[config.mk]
export PLATFORM = sky130hd
export DESIGN_NAME = mtr_spd_ramp
export DESIGN_NICKNAME = d
export VERILOG_FILES = /design/src/rtl/mtr_spd_ramp.sv
export SDC_FILE = /design/constraint.sdc
export NUM_CORES = 1
export LEC_CHECK = 0
export ABC_AREA = 1
export BUFFER_PORTS_ARGS = -buffer_cell sky130_fd_sc_hd__buf_2
export CORE_MARGIN = 4
export CORE_UTILIZATION = 30
export CTS_BUF_LIST = sky130_fd_sc_hd__clkbuf_8
export CTS_CLUSTER_DIAMETER = 80
export DETAILED_ROUTE_END_ITERATION = 10
export PLACE_DENSITY = 0.51
export SYNTH_ARGS = -nofsm -noshare
export SYNTH_HDL_FRONTEND = slang
export SYNTH_SLANG_ARGS = --single-unit
[constraint.sdc]
create_clock -name clk -period 3.7 [get_ports clk]
set_clock_uncertainty 0.05 [all_clocks]
set_input_delay 0.925 -clock clk [delete_from_list [all_inputs] [get_ports clk]]
set_output_delay 0.925 -clock clk [all_outputs]
set_load 0.05 [all_outputs]
[src/rtl/mtr_spd_ramp.sv]
// Slew-rate limiter and power sequencer feeding the motor driver speed words.
// Optional command deadband enabled by defining MTR_SPD_DEADBAND_EN.
module mtr_spd_ramp #(
    parameter int STEP     = 16,
    parameter int UPD_DIV  = 2048,
    parameter int DEADBAND = 32
) (
    input  logic               clk,
    input  logic               rst,
    input  logic               pwr_up,
    input  logic signed [11:0] lft_cmd,
    input  logic signed [11:0] rght_cmd,
    input  logic               flt,
    input  logic               flt_clr,
    output logic signed [11:0] lft_spd,
    output logic signed [11:0] rght_spd,
    output logic               ramping,
    output logic               faulted
);

    localparam int CNT_W = (UPD_DIV > 1) ? $clog2(UPD_DIV) : 1;
    localparam logic signed [12:0] STEP13 = 13'(STEP);
    localparam logic signed [11:0] STEP12 = 12'(STEP);
    localparam logic [11:0]        DB_MAG = 12'(DEADBAND);
`ifdef MTR_SPD_DEADBAND_EN
    localparam bit DB_EN = 1'b1;
`else
    localparam bit DB_EN = 1'b0;
`endif

    typedef enum logic [1:0] {S_IDLE, S_RUN, S_STOP, S_FAULT} state_t;

    state_t             state_q, state_d;
    logic [CNT_W-1:0]   cnt_q, cnt_d;
    logic signed [11:0] lft_q, lft_d, rght_q, rght_d;
    logic signed [11:0] tgt_l, tgt_r, slew_l, slew_r;
    logic               tick;

    // Ones-complement magnitude keeps -2048 representable in 12 bits.
    function automatic logic signed [11:0] dead_band(input logic signed [11:0] c);
        logic [11:0] mag;
        mag = c[11] ? ~c : c;
        return (DB_EN && (mag < DB_MAG)) ? 12'sd0 : c;
    endfunction

    function automatic logic signed [11:0] slew(input logic signed [11:0] cur,
                                                input logic signed [11:0] tgt);
        logic signed [12:0] diff;
        diff = {tgt[11], tgt} - {cur[11], cur};
        if (diff > STEP13)
            return cur + STEP12;
        else if (diff < -STEP13)
            return cur - STEP12;
        else
            return tgt;
    endfunction

    assign tick  = (cnt_q == CNT_W'(UPD_DIV - 1));
    assign cnt_d = tick ? '0 : cnt_q + 1'b1;

    always_ff @(posedge clk or posedge rst) begin
        if (rst) begin
            state_q <= S_IDLE;
            cnt_q   <= '0;
            lft_q   <= '0;
            rght_q  <= '0;
        end else begin
            state_q <= state_d;
            cnt_q   <= cnt_d;
            lft_q   <= lft_d;
            rght_q  <= rght_d;
        end
    end

    always_comb begin
        tgt_l   = '0;
        tgt_r   = '0;
        state_d = state_q;
        lft_d   = lft_q;
        rght_d  = rght_q;
        if (state_q == S_RUN) begin
            tgt_l = dead_band(lft_cmd);
            tgt_r = dead_band(rght_cmd);
        end
        slew_l = slew(lft_q, tgt_l);
        slew_r = slew(rght_q, tgt_r);

        // Fault overrides everything and zeroes the outputs without waiting for a tick.
        if (flt) begin
            state_d = S_FAULT;
            lft_d   = '0;
            rght_d  = '0;
        end else begin
            case (state_q)
                S_IDLE: begin
                    lft_d  = '0;
                    rght_d = '0;
                    if (pwr_up) state_d = S_RUN;
                end
                S_RUN: begin
                    if (tick) begin
                        lft_d  = slew_l;
                        rght_d = slew_r;
                    end
                    if (!pwr_up) state_d = S_STOP;
                end
                S_STOP: begin
                    if (tick) begin
                        lft_d  = slew_l;
                        rght_d = slew_r;
                    end
                    if (pwr_up)
                        state_d = S_RUN;
                    else if (tick && (slew_l == 12'sd0) && (slew_r == 12'sd0))
                        state_d = S_IDLE;
                end
                default: begin
                    lft_d  = '0;
                    rght_d = '0;
                    if (flt_clr) state_d = S_IDLE;
                end
            endcase
        end
    end

    assign lft_spd  = lft_q;
    assign rght_spd = rght_q;
    assign ramping  = (lft_q != tgt_l) | (rght_q != tgt_r);
    assign faulted  = (state_q == S_FAULT);

endmodule

==> out/results.ini <==
[pwr]
power.leakage_nw=3.71
power_density_nw_per_um2=940
peakVddDrop_mv=0.365

[worst_setup_path]
crit_type=flop to flop
critPathMaxFanout=7
cp.required_ns=3.84
cp.arrival_ns=3.75
r2r_slack_ns=0.09
cp-end-kind=flop
ff2ff_path_depth=27
crit_slowest_cell=dfrtp_1
crit_path_max_incr_delay_ns=0.38
startpoint=state_q[1]
start_kind=flop
r2r-start=state_q[1]
r2r-end=state_q[1]

[timing]
max_freq_mhz=277
hold_ws_ns=0.449
worst_pin_slew_ns=0.574
worst_slack_ns=0.0867
setup_viol=0
fin_setup_tns_ns=0
drv_slew=0
hold_viol=0
fin_crit_sh=0.977
slew_headroom=0.617
fin_crit_ns=3.61
grt_setup_unrepaired=true

[clock_tree]
insertion_delay_ns=0.29
clk_pin_slew_worst_paths_ns=0.08
clk_path_buf_depth=2
h-tree-depth=2
cts.sinks=37
cts_buffers=5
cts_tree=done
cts-root-buf=clkbuf_8

[hold_path]
holdPathEnd=cnt_q[2]
min_from=cnt_q[2]
holdCritPathClass=flop to flop
min_path_cells=1

[detailed_routing]
wl_um=14400
wl_per_cell_um=13.7
final_antenna_net_count=0
vias=4946
drc_errors=0
routed_via_density=4.69
first_pass_iters=5
drt-initial-drc-count=343

[floorplan]
die_x_um=129
start_util=0.312
fp.coreArea_um2=14100
io_pins=55
dieArea_um2=16600
core.rowCount=43
fp.dieH_um=129

[global_route]
antenna_found_initial=0
grt_max_degree=38
grt_overflow=0
grt_pass1_wl_um=22300
track_usage=0.165
first_global_vias=4572

[synth]
syn-mean-instance-area_um2=6.25
ys_types=39
syn_inst=703
synth_top_area_share=0.211
synthArstFlopShare=1.00
syn-cell-area_um2=4390
synth_edf_count=0
ys_seq_area_frac=0.211
synth_fp_nets=768
ys_warn_count=0
synth_area_leaders=dfrtp_1 21%, nand2_1 19%, ha_1 9.7%, inv_1 9.6%, nand3_1 9.3%
synth_area_leader_cell=dfrtp_1
synth_ff_type=dfrtp_1
ys_ff_latch=37

[run_status]
status=complete, no violations

[final_layout]
stdcell_count=1055
diodes=0
layout-drive-gt1-share=0.360
final_nets=939
area_delta_synth_final_pct=50.3
final_cell_area_um2=6600

[placed_design]
place_worst_setup_slack_ns=-0.334
io_buffers=54
globalplace.congestion=0.869
dp.cells=1030
dp_hpwl_um=11100
placed_area_um2=5610

[job]
max-cap-violations=0

-- cell usage in the layout, fill, tap and decap left out, types with 3 or more instances in the layout --
cell | synthesis | layout
xor2_1 | 28 | 25
clkbuf_8 | 0 | 5
nor2_4 | 0 | 4
buf_6 | 2 | 6
nand3_4 | 1 | 4
xor2_2 | 0 | 3
inv_2 | 2 | 9
nor2_1 | 53 | 39
nand2_4 | 7 | 13
nor2_2 | 0 | 10
ha_4 | 0 | 15
nand3_1 | 82 | 58
xnor2_1 | 4 | 3
buf_12 | 0 | 5
nand2_8 | 0 | 3
a21oi_1 | 11 | 8
o21ai_0 | 18 | 14
buf_2 | 0 | 53
dfrtp_1 | 37 | 37
ha_1 | 34 | 19
nor3_1 | 12 | 11
nand2_2 | 7 | 28
o21ai_1 | 3 | 6
nand3_2 | 5 | 26
a21oi_2 | 2 | 4
buf_4 | 1 | 105
nand4_1 | 16 | 16
nand2_1 | 219 | 190
inv_1 | 112 | 104
o22ai_1 | 15 | 15
nand3b_1 | 3 | 3
-- how the worst max path moves through the flow --
stage | endpoint | slack, ns | cells past startpoint
6_report | state_q[1] | 0.09 | 27
5_1_grt | state_q[1] | -0.16 | 27
4_1_cts | state_q[0] | 0.01 | 27
3_5_place_dp | state_q[0] | -0.33 | 25
3_3_place_gp | state_q[0] | -0.33 | 25
2_1_floorplan | state_q[0] | 0.16 | 27
-- critical path, delay by kind of cell, from the launching register on --
kind                     cells  cell delay, ns
adder cells (fa/ha/maj)      3            0.70
XOR/XNOR                     1            0.13
AND/OR/NAND/NOR             19            1.85
buffers and inverters        4            0.37
flip-flops                   1            0.38
-- sequential cells by signal, indices dropped and copies added (netlist names) --
name	cells
state_q	2
rght_spd	12
cnt_q	11
lft_spd	12
-- report_power, final --
group	total (mW)	leakage [nW]	internal (mW)	switching (mW)
combinational	5.36	3.14	2.43	2.93
sequential	0.427	0.498	0.416	0.0110
clock	0.419	0.0681	0.268	0.151
-- stage by stage --
stage | utilization | power [mW]
5_1_grt | 0.468 | 6.79
3_5_place_dp | 0.398 | 4.55
4_1_cts | 0.416 | 5.24
3_3_place_gp | 0.398 | 4.56
6_report | 0.468 | 6.20
2_1_floorplan | - | 3.04
-- cell type report --
class                   instances  area (µm²)
clock buffers                   5        68.8
clock inverters                 3        65.1
fillers                      1421        7490
inverters                     115         437
multi-input cells             543        3590
flip-flops and latches         37         926
well taps                     180         225
repair buffers                172        1290
-- logic make-up (layout without fill, tap and decap cells) --
| group | after synthesis | after routing | share of synthesized area |
|---|---|---|---|
| AND/OR/NAND/NOR | 414 | 415 | 0.424 |
| buffers and inverters | 124 | 295 | 0.113 |
| AO/OA/AOI/OAI | 60 | 60 | 0.0821 |
| flip-flops | 37 | 37 | 0.211 |
| adder cells (fa/ha/maj) | 36 | 36 | 0.106 |
| XOR/XNOR | 32 | 32 | 0.0638 |
-- synthesized netlist by cell type (2+ instances only) --
master    count
nand4_1      16
fa_1          2
o21ai_1       3
inv_1       112
nand3b_1      3
nor3_1       12
o22ai_1      15
xnor2_1       4
ha_1         34
xor2_1       28
nor4_1        2
inv_2         2
buf_6         2
dfrtp_1      37
a21oi_2       2
o21ai_0      18
nor2_1       53
nand2_2       7
and2_1        2
nand2_4       7
or2_2         2
o21bai_1      3
a31oi_1       3
o211ai_1      2
a21oi_1      11
nand3_1      82
nand2_1     219
nand3_2       5
clkbuf_1      5
-- per-layer routing --
metal  up-vias  wire [µm]  global-route usage
li1       2594          -                   -
met2       107       6640               0.270
met4         0        196              0.0290
met3        17        627              0.0178
met5         -          0                   0
met1      2228       6950               0.236
-- repair_timing --
action	in CTS	in global routing
cloned	1	2
resized for setup	12	136
buffers inserted	7	8
setup endpoints to repair	3	3
pin swaps	7	55
hold buffers	0	0
Power figures use the tool's default switching activity.
